**src/rtl/uart_console_bridge_pkg.sv**
```systemverilog
// rtl/uart_console_bridge_pkg.sv - shared widths, defaults and helpers for the UART console bridge
package uart_console_bridge_pkg;

    localparam int               CHAR_W          = 8;
    localparam logic [CHAR_W-1:0] NO_CHAR_DEFAULT = 8'hFF;
    localparam int               STAT_W          = 16;

    // Statistics counters stick at all-ones instead of wrapping.
    function automatic logic [STAT_W-1:0] sat_inc(input logic [STAT_W-1:0] value,
                                                 input logic              en);
        if (en && (value != {STAT_W{1'b1}}))
            return value + {{(STAT_W-1){1'b0}}, 1'b1};
        return value;
    endfunction

endpackage

```
**src/rtl/uart_console_bridge_sync_fifo.sv**
```systemverilog
// rtl/uart_console_bridge_sync_fifo.sv - synchronous FIFO with separate occupancy counter
//
// Ports:
//   clock, reset            : rising-edge clock, synchronous active-high reset
//   push, push_data         : write request; honoured when not full, or when full with a pop
//   pop                     : read request; honoured when not empty
//   head_data               : entry at the read pointer (meaningless when empty)
//   full, empty, count      : occupancy state, count is $clog2(DEPTH)+1 bits
module sync_fifo #(
    parameter int WIDTH = 8,
    parameter int DEPTH = 16
) (
    input  logic                     clock,
    input  logic                     reset,
    input  logic                     push,
    input  logic [WIDTH-1:0]         push_data,
    input  logic                     pop,
    output logic [WIDTH-1:0]         head_data,
    output logic                     full,
    output logic                     empty,
    output logic [$clog2(DEPTH):0]   count
);

    localparam int AW = $clog2(DEPTH);
    localparam int CW = AW + 1;

    logic [WIDTH-1:0] mem [DEPTH];
    logic [AW-1:0]    wr_ptr;
    logic [AW-1:0]    rd_ptr;
    logic             do_push;
    logic             do_pop;

    assign empty     = (count == '0);
    assign full      = (count == CW'(DEPTH));
    assign head_data = mem[rd_ptr];

    // A pop frees the head slot at this edge, so a full FIFO may also accept a push.
    assign do_pop  = pop && !empty;
    assign do_push = push && (!full || do_pop);

    always_ff @(posedge clock) begin
        if (reset) begin
            wr_ptr <= '0;
            rd_ptr <= '0;
            count  <= '0;
        end else begin
            if (do_push) begin
                mem[wr_ptr] <= push_data;
                wr_ptr      <= wr_ptr + AW'(1);
            end
            if (do_pop)
                rd_ptr <= rd_ptr + AW'(1);
            count <= count + CW'(do_push) - CW'(do_pop);
        end
    end

endmodule

```
**src/rtl/uart_console_bridge.sv**
```systemverilog
// rtl/uart_console_bridge.sv - environment-side endpoint of the SimTop UART console port
//
// Ports:
//   clock, reset                          : rising-edge clock, synchronous active-high reset
//   uart_out_valid, uart_out_ch           : characters emitted by the core, captured into the TX FIFO
//   uart_in_valid, uart_in_ch             : core read request and same-cycle response from the RX FIFO
//   host_tx_valid/ch/ready                : host drain stream of captured characters
//   host_rx_valid/ch/ready                : host fill stream of input characters
//   tx_count, rx_count                    : FIFO occupancies
//   tx_dropped, rx_underflow              : saturating loss / empty-read statistics
module uart_console_bridge
    import uart_console_bridge_pkg::*;
#(
    parameter int                DEPTH   = 16,
    parameter logic [CHAR_W-1:0] NO_CHAR = NO_CHAR_DEFAULT
) (
    input  logic                    clock,
    input  logic                    reset,
    input  logic                    uart_out_valid,
    input  logic [CHAR_W-1:0]       uart_out_ch,
    input  logic                    uart_in_valid,
    output logic [CHAR_W-1:0]       uart_in_ch,
    output logic                    host_tx_valid,
    output logic [CHAR_W-1:0]       host_tx_ch,
    input  logic                    host_tx_ready,
    input  logic                    host_rx_valid,
    input  logic [CHAR_W-1:0]       host_rx_ch,
    output logic                    host_rx_ready,
    output logic [$clog2(DEPTH):0]  tx_count,
    output logic [$clog2(DEPTH):0]  rx_count,
    output logic [STAT_W-1:0]       tx_dropped,
    output logic [STAT_W-1:0]       rx_underflow
);

    logic [CHAR_W-1:0] tx_head;
    logic              tx_full;
    logic              tx_empty;
    logic              tx_push;
    logic              tx_pop;
    logic              tx_drop;

    logic [CHAR_W-1:0] rx_head;
    logic              rx_full;
    logic              rx_empty;
    logic              rx_push;
    logic              rx_pop;
    logic              rx_under;

    // Capture side: a full FIFO still takes the character if the host drains one this cycle.
    assign host_tx_valid = !tx_empty;
    assign host_tx_ch    = tx_empty ? '0 : tx_head;
    assign tx_pop        = !reset && host_tx_valid && host_tx_ready;
    assign tx_push       = !reset && uart_out_valid && (!tx_full || tx_pop);
    assign tx_drop       = !reset && uart_out_valid && !tx_push;

    // Input side: the core only sees entries already stored, so a same-cycle host push is invisible.
    assign host_rx_ready = !rx_full && !reset;
    assign rx_push       = host_rx_valid && host_rx_ready;
    assign uart_in_ch    = rx_empty ? NO_CHAR : rx_head;
    assign rx_pop        = !reset && uart_in_valid && !rx_empty;
    assign rx_under      = !reset && uart_in_valid && rx_empty;

    sync_fifo #(.WIDTH(CHAR_W), .DEPTH(DEPTH)) u_tx_fifo (
        .clock     (clock),
        .reset     (reset),
        .push      (tx_push),
        .push_data (uart_out_ch),
        .pop       (tx_pop),
        .head_data (tx_head),
        .full      (tx_full),
        .empty     (tx_empty),
        .count     (tx_count)
    );

    sync_fifo #(.WIDTH(CHAR_W), .DEPTH(DEPTH)) u_rx_fifo (
        .clock     (clock),
        .reset     (reset),
        .push      (rx_push),
        .push_data (host_rx_ch),
        .pop       (rx_pop),
        .head_data (rx_head),
        .full      (rx_full),
        .empty     (rx_empty),
        .count     (rx_count)
    );

    always_ff @(posedge clock) begin
        if (reset) begin
            tx_dropped   <= '0;
            rx_underflow <= '0;
        end else begin
            tx_dropped   <= sat_inc(tx_dropped, tx_drop);
            rx_underflow <= sat_inc(rx_underflow, rx_under);
        end
    end

endmodule

```
**config.mk**
```make
export PLATFORM = sky130hd
export DESIGN_NAME = uart_console_bridge
export DESIGN_NICKNAME = d
export VERILOG_FILES = /design/src/rtl/uart_console_bridge_pkg.sv /design/src/rtl/uart_console_bridge_sync_fifo.sv /design/src/rtl/uart_console_bridge.sv
export SDC_FILE = /design/constraint.sdc
export NUM_CORES = 1
export LEC_CHECK = 0
export ABC_AREA = 1
export BUFFER_PORTS_ARGS = -buffer_cell sky130_fd_sc_hd__clkbuf_2
export CORE_MARGIN = 2
export CORE_UTILIZATION = 25
export DETAILED_ROUTE_END_ITERATION = 16
export GPL_ROUTABILITY_DRIVEN = 0
export HOLD_SLACK_MARGIN = 0.02
export PLACE_DENSITY_LB_ADDON = 0.2
export RECOVER_POWER = 25
export SYNTH_ARGS = -nofsm -noshare
export SYNTH_HDL_FRONTEND = slang
export SYNTH_SLANG_ARGS = --single-unit
export TNS_END_PERCENT = 50
```
**constraint.sdc**
```tcl
create_clock -name clock -period 2.44 [get_ports clock]
set_input_delay 0.122 -clock clock [delete_from_list [all_inputs] [get_ports clock]]
set_output_delay 0.122 -clock clock [all_outputs]
set_load 0.02 [all_outputs]
```
==> summary.md <==
| Metric | Value |
|---|---|
| Seq/Total Area, Yosys | `64.9%` |
| Async SR Flop Fraction | `0%` |
| Post-DP Area | `15500 sq um` |
| Status | `complete, no violations` |
| Final setup viols | `0` |
| CTS buffer count | `39` |
| Clock Power Share | `35.7%` |
| DRT iter0 DRCs | `573` |
| CP Class | `reg2reg` |
| Maximum root-to-sink buffer count | `3` |
| MaxCap Viol Count | `0` |
| Port Buffers | `81` |
| Pwr/cell area | `905 nW/um^2` |
| Antenna Nets Post-Route | `0` |
| Synth cell count leaders | `266 x nand2_1, 256 x edfxtp_1, 188 x nor2_1, 149 x nand3_1, 82 x o21ai_0` |
| Share of cells above drive strength 1 | `17.1%` |
| WL final | `roughly 37 mm` |
| FF-to-FF End | `u_rx_fifo.count[4]` |
| Post-Route Utilization | `30.9%` |
| Lkg Pwr | `6.02 nW` |
| Post-Syn Instances | `1328` |
| Most used cell along the critical path | `inv_2` |
| Internal Pwr Total | `10.6 mW` |
| Post-synth top flop | `edfxtp_1` |
| Post-synth EDFFs | `256` |
| Clk slew on worst S/H paths | `roughly 50 ps` |
| Die X | `240 microns` |
| Largest net degree at the start of global routing | `65` |
| Synth unique cells | `38` |
| Switching share of total power | `31.3%` |
| Hold path depth | `6` |
| Die height | `240 microns` |
| Netlist Area Pre-Place | `13900 sq um` |
| Initial Util | `25.2%` |
| Mux share of post-synthesis cell area | `0%` |
| Root Driver | `clkbuf_16` |
| Largest family of logic cells by synthesized area | `simple AND/OR/NAND/NOR gates` |
| Hold Path End | `rx_underflow[8]` |
| Period utilization | `95.9%` |
| Nets | `approximately 1500` |
| Critical path startpoint category | `flip-flop` |
| Crit-path slowest cell | `fa_2` |
| Final Cell Area | `17000 sq um` |
| CTS tree | `yes` |
| Synth Area in XOR/XNOR | `1.20%` |
| Psw | `4.82 mW` |
| Synth warnings | `0` |
| Core Box Area | `roughly 55000 sq um` |
| Pins Over Slew Limit | `0` |
| Power, Total | `between 15 and 20 mW` |
| Slew at the pin closest to its max-slew limit | `913 ps` |
| GRT Residual Overflow | `0` |
| Mapped Avg Cell Area | `between 10 and 15 sq um` |
| GRT Util Overall | `12.9%` |
| Placed cells | `between 2000 and 2500` |
| Max FO, Critical Path | `2` |
| Slew headroom | `between 30% and 40%` |
| Post-Synth Simple-Gate Area | `roughly 19%` |
| Hold/Removal Path Class | `in2reg` |
| Fin cells | `2245` |
| Fin crit period | `2340 ps` |
| Syn Nets | `~1400` |
| Clk_lat worst skew | `~560 ps` |
| Endpoint type of the worst setup path | `flip-flop` |
| Vias/cell | `4.33` |
| Max Clock Freq | `427 MHz` |
| WL per Instance | `roughly 16 microns` |
| Synth top area cells | `edfxtp_1 55%, dfxtp_1 9.5%, nand2_1 7.2%` |
| Synth-to-Final Area Change | `22.4%` |
| H-Tree Depth | `2` |
| Seq pwr share | `40.7%` |
| Critical R2R Launch | `u_rx_fifo.count[3]` |
| Skew final | `25.0 ps` |
| Hold slack | `83.9 ps` |
| Worst VDD drop | `0.000457 V` |
| DRT Pass-1 Iters | `4` |
| WP data arrival | `2830 ps` |
| Critical Path RT | `2930 ps` |
| RSZ-0062 raised after global routing | `true` |
| Core Rows | `86` |
| Die area | `57400 sq um` |
| Critical Path Max Stage Delay | `410 ps` |
| Io pins | `82` |
| Yosys reg bits | `~320` |
| First-pass GRT wire length | `approximately 57 mm` |
| Vias in the first global route | `9522` |
| Initial antenna violation count | `1` |
| Synth area leader | `edfxtp_1` |
| Yosys top cell area share | `55.4%` |
| R2R Setup Slk | `100 ps` |
| Fin. Hold Viols | `0` |
| Count leader, synth | `nand2_1` |
| Compound-Gate Fraction of Synth Area | `8.17%` |
| CTS sink count | `322` |
| Drc violations | `0` |
| # diodes | `0` |
| Hold_sp | `uart_in_valid` |
| Vias | `9730` |
| Crit-path cells | `inv_2 -> ha_4 -> nand2_2 -> nor2_4 -> nand2_4 -> nand2_4 -> inv_2 -> ha_1 -> inv_1 -> ha_2 -> inv_2 -> fa_2 -> o31ai_4 -> o21ai_1 -> a21oi_1` |
| Hpwl dp | `23.2 mm` |
| Reg2reg path depth | `15` |
| Comb pwr share | `about a quarter` |
| Post-synthesis adder-cell area fraction | `2.45%` |
[cell type report]
type	instances	area [sq um]
fill	5667	38000
inverter	73	282
clock inverter	14	161
multi-input combinational	875	4410
timing repair buffer	158	1120
sequential	322	9020
clock buffer	55	1060
tap	748	936
[routing by layer]
metal / wire, microns / vias up / track usage, %
li1: - / 4862 / -
met1: 17300 / 4675 / 17.3
met2: 17300 / 150 / 21.1
met3: 1760 / 41 / 2.78
met4: 596 / 2 / 3.39
met5: 12 / - / 0
[power by group through the flow]
stage          sequential (mW)  clock, mW  combinational [mW]
2_1_floorplan             6.41          0                2.05
3_3_place_gp              6.35          0                3.40
3_5_place_dp              6.35          0                3.41
4_1_cts                   6.24       5.69                3.53
5_1_grt                   6.27       5.88                4.04
6_report                  6.25       5.49                3.63
[flip-flops by register name, indices dropped and copies added (netlist names), named ones only]
name              flops
rx_underflow         16
tx_dropped           16
u_rx_fifo.count       5
u_rx_fifo.mem       128
u_rx_fifo.rd_ptr      4
u_rx_fifo.wr_ptr      4
u_tx_fifo.count       5
u_tx_fifo.mem       128
u_tx_fifo.rd_ptr      4
u_tx_fifo.wr_ptr      4
[stage by stage]
stage / TNS (ps) / setup WS [ps]
global route: -43.3 / -43.3
detailed placement: -5.07 / -5.07
floorplan: -26.7 / -26.7
global placement: 0 / 12.1
CTS: 0 / 18.8
finish: 0 / 100
[critical path, delay by kind of cell (launching register included)]
kind / cells / cell delay [ps]
buffers and inverters: 4 / 200
and+or+nand+nor: 4 / 310
AOI/OAI and AO/OA: 3 / 470
adders and majority gates: 4 / 970
DFF: 1 / 320
[cell usage in the layout, fill, tap and decap left out, types with 4 or more instances in the layout]
master,n
clkbuf_2,69
nor2_2,7
o21ai_0,78
clkinv_2,4
clkbuf_1,26
edfxtp_1,256
inv_2,7
ha_1,22
nor3_1,4
xnor2_1,10
nand2_4,4
nor2_4,5
a21oi_2,15
nand3_1,149
o21a_1,8
nor2_1,188
o21ai_1,6
clkinv_1,5
nand2_2,5
nand2_1,264
o211ai_1,32
clkbuf_16,41
xor2_1,9
dfxtp_1,61
buf_12,5
nand4_1,5
a21oi_1,51
buf_4,65
inv_1,62
[worst max-delay path by stage]
stage,startpoint,endpoint,cells after the start
6_report,u_rx_fifo.count[3],u_rx_fifo.count[4],15
5_1_grt,u_rx_fifo.count[3],u_rx_fifo.count[4],15
3_3_place_gp,u_rx_fifo.count[2],u_rx_fifo.count[4],15
3_5_place_dp,u_rx_fifo.count[2],u_rx_fifo.count[4],15
4_1_cts,flip-flop,uart_in_ch[6],8
2_1_floorplan,u_tx_fifo.count[3],u_tx_fifo.count[4],15
[logic make-up after synthesis]
logic type,count (synthesis)
AOI/OAI and AO/OA,194
adders and majority gates,26
xor gates and xnor gates,19
buffers and inverters,131
DFF,322
and+or+nand+nor,636
[repair_timing]
item | 4_1_cts | 5_1_grt
endpoints found under the setup margin | 10 | 18
resized for setup | 3 | 30
gates cloned | 2 | 2
pin swaps | 0 | 8
buffers inserted | 0 | 1
hold buffers | 2 | 0
endpoints found under the hold margin | 3 | 0
Note: power is estimated with default switching activity, not from simulation.
